===== src/rtl/tmip_src.sv =====
// tmip_src: frame source for a TMIP block -- streams one image, then a short action list.
// Optional WAIT_OUT watchdog is enabled by defining TMIP_SRC_TIMEOUT_EN.
module tmip_src #(
  parameter int GAP     = 2,
  parameter int TIMEOUT = 3000
) (
  input  logic         clk,
  input  logic         rst_n,
  input  logic         start,
  input  logic [4:0]   cfg_size,
  input  logic [2:0]   cfg_act_num,
  input  logic [23:0]  cfg_actions,
  input  logic [143:0] cfg_tpl,
  input  logic         pix_valid,
  input  logic [15:0]  pix_data,
  output logic         pix_ready,
  output logic         in_valid,
  output logic         in_valid_2,
  output logic [15:0]  image,
  output logic [15:0]  template,
  output logic [4:0]   img_size,
  output logic [2:0]   action,
  input  logic         out_valid,
  output logic         busy,
  output logic         done,
  output logic         err_cfg,
  output logic         err_gap,
  output logic         err_timeout
);

  typedef enum logic [2:0] {
    ST_IDLE, ST_IMG, ST_GAP, ST_ACT, ST_WAIT_OUT, ST_FIN
  } state_t;

  // One shared counter covers the GAP length, the action index and the watchdog.
  localparam int CW = $clog2(TIMEOUT + GAP + 16);

  state_t         r_state, w_next;
  logic [CW-1:0]  r_cnt;
  logic [8:0]     r_beat, r_total;
  logic [4:0]     r_size;
  logic [2:0]     r_act_num;
  logic [23:0]    r_actions;
  logic [143:0]   r_tpl;
  logic           r_seen;
  logic           w_size_ok, w_accept, w_last_beat, w_timeout_hit;
  logic [8:0]     w_total;

  assign w_size_ok   = (cfg_size == 5'd4) || (cfg_size == 5'd8) || (cfg_size == 5'd16);
  assign w_total     = 9'(cfg_size) * 9'(cfg_size);
  assign pix_ready   = (r_state == ST_IMG);
  assign w_accept    = pix_ready & pix_valid;
  assign w_last_beat = w_accept && (r_beat == r_total - 9'd1);
  assign busy        = (r_state != ST_IDLE);
  assign done        = (r_state == ST_FIN);

  always_ff @(posedge clk or negedge rst_n) begin
    if (!rst_n) r_state <= ST_IDLE;
    else        r_state <= w_next;
  end

  always_comb begin
    // NOTE: default assigned first so no branch leaves w_next unassigned (no latch).
    w_next = r_state;
    unique case (r_state)
      ST_IDLE:     if (start && w_size_ok) w_next = ST_IMG;
      ST_IMG:      if (w_last_beat) w_next = ST_GAP;
      ST_GAP:      if (r_cnt == CW'(GAP - 1)) w_next = ST_ACT;
      ST_ACT:      if (r_cnt == CW'(r_act_num)) w_next = ST_WAIT_OUT;
      ST_WAIT_OUT: if ((r_seen && !out_valid) || w_timeout_hit) w_next = ST_FIN;
      ST_FIN:      w_next = ST_IDLE;
      default:     w_next = ST_IDLE;
    endcase
  end

  // Template words and actions are consumed by shifting, so exhausted words read as 0.
  always_ff @(posedge clk or negedge rst_n) begin
    if (!rst_n) begin
      r_cnt      <= '0;
      r_beat     <= '0;
      r_total    <= '0;
      r_size     <= '0;
      r_act_num  <= '0;
      r_actions  <= '0;
      r_tpl      <= '0;
      r_seen     <= 1'b0;
      in_valid   <= 1'b0;
      in_valid_2 <= 1'b0;
      image      <= '0;
      template   <= '0;
      img_size   <= '0;
      action     <= '0;
      err_cfg    <= 1'b0;
      err_gap    <= 1'b0;
    end else begin
      // NOTE: non-blocking so every register here samples pre-edge values.
      r_cnt      <= (w_next != r_state) ? '0 : r_cnt + CW'(1);
      in_valid   <= 1'b0;
      in_valid_2 <= 1'b0;
      image      <= '0;
      template   <= '0;
      img_size   <= '0;
      action     <= '0;
      err_cfg    <= 1'b0;
      unique case (r_state)
        ST_IDLE: if (start) begin
          err_gap <= 1'b0;
          err_cfg <= !w_size_ok;
          if (w_size_ok) begin
            r_size    <= cfg_size;
            r_total   <= w_total;
            r_act_num <= cfg_act_num;
            r_actions <= cfg_actions;
            r_tpl     <= cfg_tpl;
            r_beat    <= '0;
          end
        end
        ST_IMG: if (w_accept) begin
          in_valid <= 1'b1;
          image    <= pix_data;
          template <= r_tpl[15:0];
          r_tpl    <= r_tpl >> 16;
          img_size <= (r_beat == 9'd0) ? r_size : 5'd0;
          r_beat   <= r_beat + 9'd1;
        end else if (r_beat != 9'd0) begin
          err_gap <= 1'b1;
        end
        ST_ACT: begin
          in_valid_2 <= 1'b1;
          action     <= r_actions[2:0];
          r_actions  <= r_actions >> 3;
          r_seen     <= 1'b0;
        end
        ST_WAIT_OUT: if (out_valid) r_seen <= 1'b1;
        default: ;
      endcase
    end
  end

`ifdef TMIP_SRC_TIMEOUT_EN
  logic r_to;

  assign w_timeout_hit = (r_state == ST_WAIT_OUT) && !r_seen && !out_valid &&
                         (r_cnt == CW'(TIMEOUT - 1));
  assign err_timeout   = (r_state == ST_FIN) && r_to;

  always_ff @(posedge clk or negedge rst_n) begin
    if (!rst_n)                       r_to <= 1'b0;
    else if (r_state == ST_WAIT_OUT)  r_to <= w_timeout_hit;
  end
`else
  assign w_timeout_hit = 1'b0;
  assign err_timeout   = 1'b0;
`endif

endmodule


===== config.mk =====
export PLATFORM = sky130hd
export DESIGN_NAME = tmip_src
export DESIGN_NICKNAME = d
export VERILOG_FILES = /design/src/rtl/tmip_src.sv
export SDC_FILE = /design/constraint.sdc
export NUM_CORES = 1
export LEC_CHECK = 0
export BUFFER_PORTS_ARGS = -buffer_cell sky130_fd_sc_hd__buf_2
export CORE_MARGIN = 1
export CORE_UTILIZATION = 55
export DETAILED_ROUTE_END_ITERATION = 6
export GPL_TIMING_DRIVEN = 0
export PLACE_DENSITY = 0.77
export SLEW_MARGIN = 20
export SYNTH_ARGS = -nofsm -noshare
export SYNTH_HDL_FRONTEND = slang
export SYNTH_SLANG_ARGS = --single-unit

===== constraint.sdc =====
create_clock -name clk -period 3.15 [get_ports clk]
set_input_delay 0.315 -clock clk [delete_from_list [all_inputs] [get_ports clk]]
set_output_delay 0.315 -clock clk [all_outputs]
set_load 0.02 [all_outputs]

# Word-level counts from Yosys, hierarchy flattened
# Cells that the tools add are included.
# word_totals
in_bits	197
regBits	254
# op_classes
mul	1
add_sub_neg	3
n_bitwise	1
n_eq_ne	18
n_mux	37
reduce_logical	19
# ops
cell	n
$mux 144	3
$pmux 144 s2	1
$mux 16	4
$mux 24	2
$pmux 24 s2	1
$mux 9	3
$mux 3	6
$pmux 9 s2	1
$mux 5	3
$pmux 3 s5	1
$add 12x1->12 const B	1
$eq 12x1->1 const B	1
$eq 12x3->1	1
$mux 12	1
$add 9x1->9 const B	1
$eq 9x9->1	1
$logic_not 9->1	1
$mul 5x5->9	1
$mux 1	9
$reduce_bool 9->1	1
$sub 9x1->9 const B	1
$ne 2x2->1 const B	4
$reduce_and 4->1	2
$eq 3x2->1 const B	2
17 further kinds	27

# Longest topological paths before layout
# Gate-level depths: netlist of run 1.
# logic_depth
depth_word	8
depth_mapped	14

# Worst setup path before layout of run 1
# No wires, ideal clock.
# synth_timing
path_kind	input -> register
startpoint	input cfg_size[4]
endpoint	register r_total[8]
required_time_ns	3.015
setup_time_ns	0.135
cell_stages	12
t_arrival_ns	2.800
setup_slack_ns	0.215
cell_sequence	and2_1 -> fa_1 -> inv_1 -> fa_1 -> inv_1 -> ha_1 -> a21o_1 -> ha_1 -> a21oi_1 -> o21ai_0 -> xnor2_1 -> o21ai_0
# synth_via
elab_chain_len	4
word_cells_on_any_way	7
classes_between	mul (1); eq/ne (3); reduce/logical (3)
# synth_rtl
element	line	rtl
from (decl)	10	input logic [4:0] cfg_size,
branches (longest 4 deep; another with $mul 5x5->9)	-	
to (signal assigned)	111	r_total <= w_total;
to (decl)	40	logic [8:0] r_beat, r_total;
# Parallel ways; which one is timed is not known.
# A chain may end at the register's enable or synchronous reset.

# Worst setup path in the final report of run 1
# layout_timing
startpoint	register r_state[0]
endpoint	register r_actions[17]
# layout_via
elab_chain_len	3
word_cells_on_any_way	7
classes_between	eq/ne (3); mux (1); reduce/logical (3)
# layout_rtl
element	line	rtl
from (decl)	38	state_t r_state, w_next;
from (signal assigned)	59	else r_state <= w_next;
$eq 3x2->1 / $logic_not 3->1 (equally long branches)	105	unique case (r_state)
$reduce_bool 2->1 (no source line) / $ne 2x2->1 (equally long branches)	-	
$reduce_and 3->1 (no source line)	-	
to (signal assigned)	113	r_actions <= cfg_actions;
to (signal assigned)	131	r_actions <= r_actions >> 3;
to (decl)	43	logic [23:0] r_actions;
# Parallel ways exist; a longest one is shown, timed or not.

==> out/qor.txt, run 1 <==
TritonRoute pass-1 iters = 4
GRT Resource Usage Total = 0.2652
Initial antenna violation count = 1
Post-route ant nets = 0
Number of I/O port buffers = 243
Max_cap viols = 0
Total Neg Setup Slack = 0 ns
Critical path class = reg -> reg
Worst skew pair latency = 0.51 ns
Least-Margin Pin Slew = 0.8289 ns
EDFF count, synth = 0
CTS H-Tree Depth = 1
CP Launch Point = r_state[0]
Hold slack = 0.009690 ns
Slew headroom = 0.4387
# DRC = 0
Tcrit/Tclk final = 0.9191
Crit path max fanout = 10
First-pass GRT wire length = 45,310 um
Initial DRC count = 316
Global route total overflow = 0
Main synth FF type = dfrtp_1
Crit path launch type = flip-flop
Cells after Synth = 1,082
TritonCTS Buffers = 25
Core box area = 20,230 sq um
Power Density = 954.1 nW/um^2
Peak VDD IR = 0.0006079 V
CTS tree = yes
Syn. warnings = 0
Synth top area share = 0.5554
Chip height = 145.7 um
Area of the die = 21,220 sq um
CTS clk-pin slew, worst paths = 0.06 ns
Clock Skews = 0.007878 ns
Via count = 8,795
Status = finished, final reports clean
Leakage power = 6.858 nW
DR WL/cell = 16.57 um
Distinct cells, synth = 48
Hold path start = cfg_act_num[0]
Fin nets = 1,574
# setup viols final = 0
Vias per cell = 5.340
Asr flop ratio synth = 1.000
Largest net degree at the start of global routing = 96
Syn_nets = 1,296
Worst setup EP type = flip-flop
FMAX = 345.4 MHz
Clk buf depth = 3
Layout cells sized above 1 = 0.2238
Min Tclk post-route = 2.895 ns
RSZ-0062 raised after global routing = no
Root buf cell = clkbuf_16
Hpwl dp = 20,140 um
Avg Inst Size Synth = 10.49 sq um
Largest area contributor in the netlist = dfrtp_1
Max-slew violations = 0
Gp weighted congestion = 0.8395
Post-synth design cell area = 11,350 sq um
# IOs = 245
Vias in the first global route = 9,066
Setup Buffers After CTS = 0
Worst Hold Class = in -> reg
Initial Utilization = 0.5612
Final Hold Fails = 0
WP data arrival = 3.29 ns
Die W = 145.7 um
FF+latch count, synth = 252
Post-synthesis sequential area ratio = 0.5554
Area contributors post-synth = dfrtp_1 56%, mux2i_1 11%, o21ai_0 6.3%
Detailed Route WL = 27,290 um
Worst EP required = 3.54 ns
Worst R2R Start = r_state[0]
FP Rows = 52
Clock sink count = 252
P&R area growth vs syn = 21.85%
worst paths after layout:
check / end / slack [ns] / cells after the start
min in group asynchronous: r_seen / 0.36 / 2
worst min register to register: r_tpl[14] / 0.47 / 2
worst max-delay path: r_actions[17] / 0.25 / 8
worst max register to register: r_actions[17] / 0.25 / 8
max in group asynchronous: r_total[7] / 1.90 / 3
worst min-delay path: r_act_num[0] / 0.01 / 3
cells in the final DEF (no fill, tap or decap), types with 3 or more instances in the layout:
master,synthesis,routed
a21o_1,4,4
xor2_1,11,11
dfrtp_1,252,252
a2111oi_0,13,13
and2_1,46,46
and3_1,6,6
or3_1,7,7
nand3_1,3,3
o22ai_1,22,22
buf_1,3,3
a22o_1,18,18
dlygate4sd3_1,0,7
nand4_1,7,7
inv_1,17,17
clkinv_2,0,3
clkbuf_8,0,4
nor2_1,33,32
fa_1,3,3
or4_1,6,6
o21ai_0,143,143
mux2i_1,128,128
nor4_1,3,3
nor2b_1,4,4
ha_1,14,14
clkbuf_16,0,25
xnor2_1,20,20
buf_2,16,258
clkbuf_1,54,61
nand2_1,181,181
a21oi_1,15,15
nor3_1,23,23
o211ai_1,5,5
report_power, final:
group          switching (mW)  internal, mW
combinational            3.08          2.05
sequential              0.682          4.48
clock                    1.20          1.72
per-stage QoR:
step | power [mW] | utilization | cells | setup WS, ns | cell area [sq um]
2_1_floorplan | 8.797 | - | 1082 | 0.2146 | 11350
3_3_place_gp | 10.09 | 0.6380 | 1595 | -2.652 | 12910
3_5_place_dp | 10.32 | 0.6412 | 1597 | -0.1054 | 12970
4_1_cts | 13.27 | 0.6837 | 1647 | 0.1751 | 13830
5_1_grt | 14.12 | 0.6837 | 1646 | 0.08179 | 13830
6_report | 13.20 | 0.6838 | 1647 | 0.2548 | 13840
registers in the layout (all words and copies together) (netlist names):
name and cells:
err_gap 1, r_cnt 12, img_size 5, r_beat 9, r_tpl 144, r_size 4, r_state 3, in_valid_2 1
r_act_num 3, err_cfg 1, template 16, r_total 8, action 3, r_seen 1, r_actions 24, in_valid 1
image 16
layer usage:
| metal | GRT usage | vias to the layer above | routed length [um] |
|---|---|---|---|
| met3 | 0.05893 | 55 | 1570 |
| met5 | 0 | - | 13 |
| li1 | - | 4310 | - |
| met4 | 0.07421 | 2 | 676 |
| met2 | 0.4419 | 246 | 12970 |
| met1 | 0.3501 | 4182 | 12060 |
layout make-up:
type / instances / area (sq um)
Buffer: 75 / 317.8
Inverter: 20 / 80.08
Sequential cell: 252 / 6306
Antenna cell: 1 / 2.502
Fill cell: 1624 / 6399
Clock buffer: 38 / 714.4
Multi-Input combinational cell: 734 / 4651
Tap cell: 270 / 337.8
Timing Repair Buffer: 252 / 1351
Clock inverter: 5 / 75.07
cells in the mapped netlist (all sizes together) (2+ instances only):
cell type	n
nor3	23
o22ai	22
nand3	3
nand2	182
xor2	11
nand2b	2
clkbuf	54
a31oi	2
a22o	18
buf	22
inv	19
fa	3
nor4b	2
nor4	4
a21oi	15
or4	6
and3	6
mux2i	128
o21ai	143
xnor2	20
nor2	33
ha	14
o211ai	5
or3	8
nor2b	4
a2111oi	13
nand4	7
and2	46
dfrtp	252
a21o	4
cell families after synthesis:
group,synth area share
XOR/XNOR,0.02391
multiplexers,0.1128
buffers and inverters,0.03526
adder cells (fa/ha/maj),0.02072
other,0.0003303
AO/OA/AOI/OAI,0.1171
flip-flops,0.5554
AND/OR/NAND/NOR,0.1344
critical path: stages, from the launching register on:
cell and delay [ns]:
dfrtp_1 0.36, buf_4 0.16, nor3_1 0.67, nand2_1 0.28
or2_2 0.41, clkbuf_1 0.29, buf_1 0.31, o22ai_1 0.22
nor2_1 0.07
repair_timing:
| action | 4_1_cts | 5_1_grt |
|---|---|---|
| endpoints found under the setup margin | 0 | 64 |
| resized for setup | 0 | 3 |
| hold endpoints to repair | 85 | 0 |
| hold buffers | 7 | 0 |
Note: power is estimated with default switching activity, not from simulation.
==> run 2: changes to the inputs <==
--- a/config.mk
+++ b/config.mk
@@ -11,7 +11,9 @@
 export DETAILED_ROUTE_END_ITERATION = 6
 export GPL_TIMING_DRIVEN = 0
 export PLACE_DENSITY = 0.77
+export REMOVE_ABC_BUFFERS = 1
 export SLEW_MARGIN = 20
 export SYNTH_ARGS = -nofsm -noshare
 export SYNTH_HDL_FRONTEND = slang
 export SYNTH_SLANG_ARGS = --single-unit
+export TNS_END_PERCENT = 100
==> run 2 against run 1 <==
Worst setup slack lost 0.018 ns. Hold slack gained 0.012 ns. First-iteration DRC count grew 12%. Cell count shrank 1.6%. Global-route usage shrank 1.7 points. Die area is the same. Clock skew is essentially flat. Largest cell class unchanged.
==> out/qor.txt, run 2 (synthesized netlist as in run 1, its figures left out) <==
# setup viols final = 0
Commonest non-fill, non-tap cell in the layout = dfrtp_1
CTS tree = yes
Largest register FFs = 144
Combinational Power Share = 0.371
Commonest cells after routing, fill and taps aside = 249 x dfrtp_1, 242 x buf_2, 181 x nand2_1
Worst hold stages = 2
Slew headroom = 0.3297
CP max-delay cell = dfrtp_2
Vias in the first global route = 8,636
Status = finished, final reports clean
Die W = 145.7 um
Worst skew pair latency = 0.53 ns
# fillers = 1,563
Final core occ = 0.6973
Psw = 4.867 mW
Worst R2R Start = r_state[1]
Max-slew violations = 0
Dpl cells = 1,526
FP Rows = 52
GRT Resource Usage Total = 0.2478
Number of I/O port buffers = 243
Total Neg Setup Slack = 0 ns
First-pass GRT wire length = 42,830 um
FMAX = 343.3 MHz
Sum of buffers and inverters on the critical path = 3
Fin nets = 1,536
Non-Filler Instances = 1,620
DR WL/cell = 15.92 um
Peak VDD IR = 0.0008714 V
Worst EP required = 3.53 ns
Hpwl dp = 16,310 um
Post-route ant nets = 0
Critical path class = reg -> reg
Min Tclk post-route = 2.913 ns
Clk buf depth = 3
Sw frac = 0.3680
Slowest stage delay, CP = 0.52 ns
Int Power = 8.358 mW
Area after DPL = 12,790 sq um
CP top delay family = simple AND/OR/NAND/NOR gates
Initial Utilization = 0.5612
CTS clk-pin slew, worst paths = 0.06 ns
Highest routed layer = met4
Setup slack, reg-to-reg = 0.24 ns
TritonRoute pass-1 iters = 5
Clock share of power = 0.236
Power Density = 937.3 nW/um^2
WP data arrival = 3.29 ns
Largest net degree at the start of global routing = 97
Layout cells sized above 1 = 0.2360
Routed metal-1 wire length = 11,410 um
Clock sink count = 252
CTS H-Tree Depth = 1
Root buf cell = clkbuf_16
Worst setup EP type = flip-flop
Clock Skews = 0.008275 ns
Area of the die = 21,220 sq um
Vias per cell = 5.325
# IOs = 245
Crit-path cells = or3_4, clkinv_16, nand2_2, inv_8, o2111ai_1, or3_1, nor4_4, buf_4, a2111oi_0
Crit path launch type = flip-flop
RSZ-0062 raised after global routing = no
Largest regs = r_tpl: 144 flops, r_actions: 24 flops
Initial DRC count = 354
DR WL met2 = 12,320 um
Via count = 8,626
Met3 routed WL = 1334 um
Core box area = 20,230 sq um
Max_cap viols = 0
Leakage power = 6.956 nW
Min-Delay Endpoint = r_tpl[143]
Chip height = 145.7 um
FF-to-FF path depth = 9
P&R area growth vs syn = 24.26%
Worst Hold Class = in -> reg
Global route total overflow = 0
Sequential cell fraction of total power = 0.394
Tcrit/Tclk final = 0.9247
Reg-to-Reg End = r_cnt[1]
Initial antenna violation count = 6
Detailed Route WL = 25,790 um
Crit path max fanout = 47
Gp weighted congestion = 0.7853
TritonCTS Buffers = 27
Final Hold Fails = 0
Least-Margin Pin Slew = 1.004 ns
Largest register by flop count = r_tpl
Hold path start = cfg_tpl[143]
# DRC = 0
Finished Cell Area = 14,110 sq um
==> run 2: changes by cell type in the layout (fill, tap and decap cells not counted), sizes merged <==
cell and delta:
clkinvlp +4, inv +2, clkbuf -54, bufinv -1, a21o +2, buf -14
clkinv +3, dlygate4sd3 +25, diode +6
==> run 2: power by group through the flow <==
stage          clock, mW  combinational (mW)  sequential, mW
2_1_floorplan          0                3.43            5.16
3_3_place_gp           0                4.12            5.13
3_5_place_dp           0                4.76            5.24
4_1_cts             3.19                4.94            5.19
5_1_grt             3.31                5.53            5.36
6_report            3.12                4.90            5.20
==> run 2: repair_timing <==
action | 4_1_cts | 5_1_grt
gates cloned | 2 | 0
pin swaps | 1 | 1
gates resized for setup | 7 | 5
setup buffers | 2 | 1
setup endpoints to repair | 20 | 21
hold buffers | 32 | 0
hold endpoints to repair | 120 | 0
==> run 2: per-stage QoR <==
stage	hold slack (ns)	worst slack [ns]	total power [mW]
final	0.02171	0.2372	13.22
after global routing	0.01143	0.06258	14.21
after global placement	0.4517	-6.440	9.244
after floorplan	0.01941	-3.853	8.590
after detailed placement	0.3701	-0.5737	10.00
after CTS	0.0002660	0.006098	13.31
==> run 2: how the worst max path moves through the flow <==
stage,from,endpoint,slack [ns],depth (start not counted)
floorplan,r_state[2],r_beat[3],-3.85,8
global placement,r_state[2],r_tpl[94],-6.44,7
detailed placement,cfg_size[3],r_cnt[1],-0.57,6
CTS,r_state[0],r_cnt[1],0.006,9
global route,r_state[0],r_beat[5],0.06,10
finish,r_state[1],r_cnt[1],0.24,9
==> run 2: metal layers <==
metal / GRT usage / up-vias
li1: - / 4247
met1: 0.3337 / 4126
met2: 0.4050 / 207
met3: 0.04796 / 46
met4: 0.08211 / 0
met5: 0 / -
==> run 2: layout make-up <==
| class | count | area (sq um) | area share |
|---|---|---|---|
| Sequential cell | 252 | 6310 | 0.4472 |
| Clock inverter | 13 | 115.1 | 0.008158 |
| Tap cell | 270 | 337.8 | 0.02394 |
| Multi-Input combinational cell | 736 | 4708 | 0.3337 |
| Clock buffer | 37 | 773.2 | 0.05480 |
| Timing Repair Buffer | 285 | 1739 | 0.1233 |
| Antenna cell | 7 | 17.52 | 0.001241 |
| Inverter | 20 | 108.9 | 0.007715 |
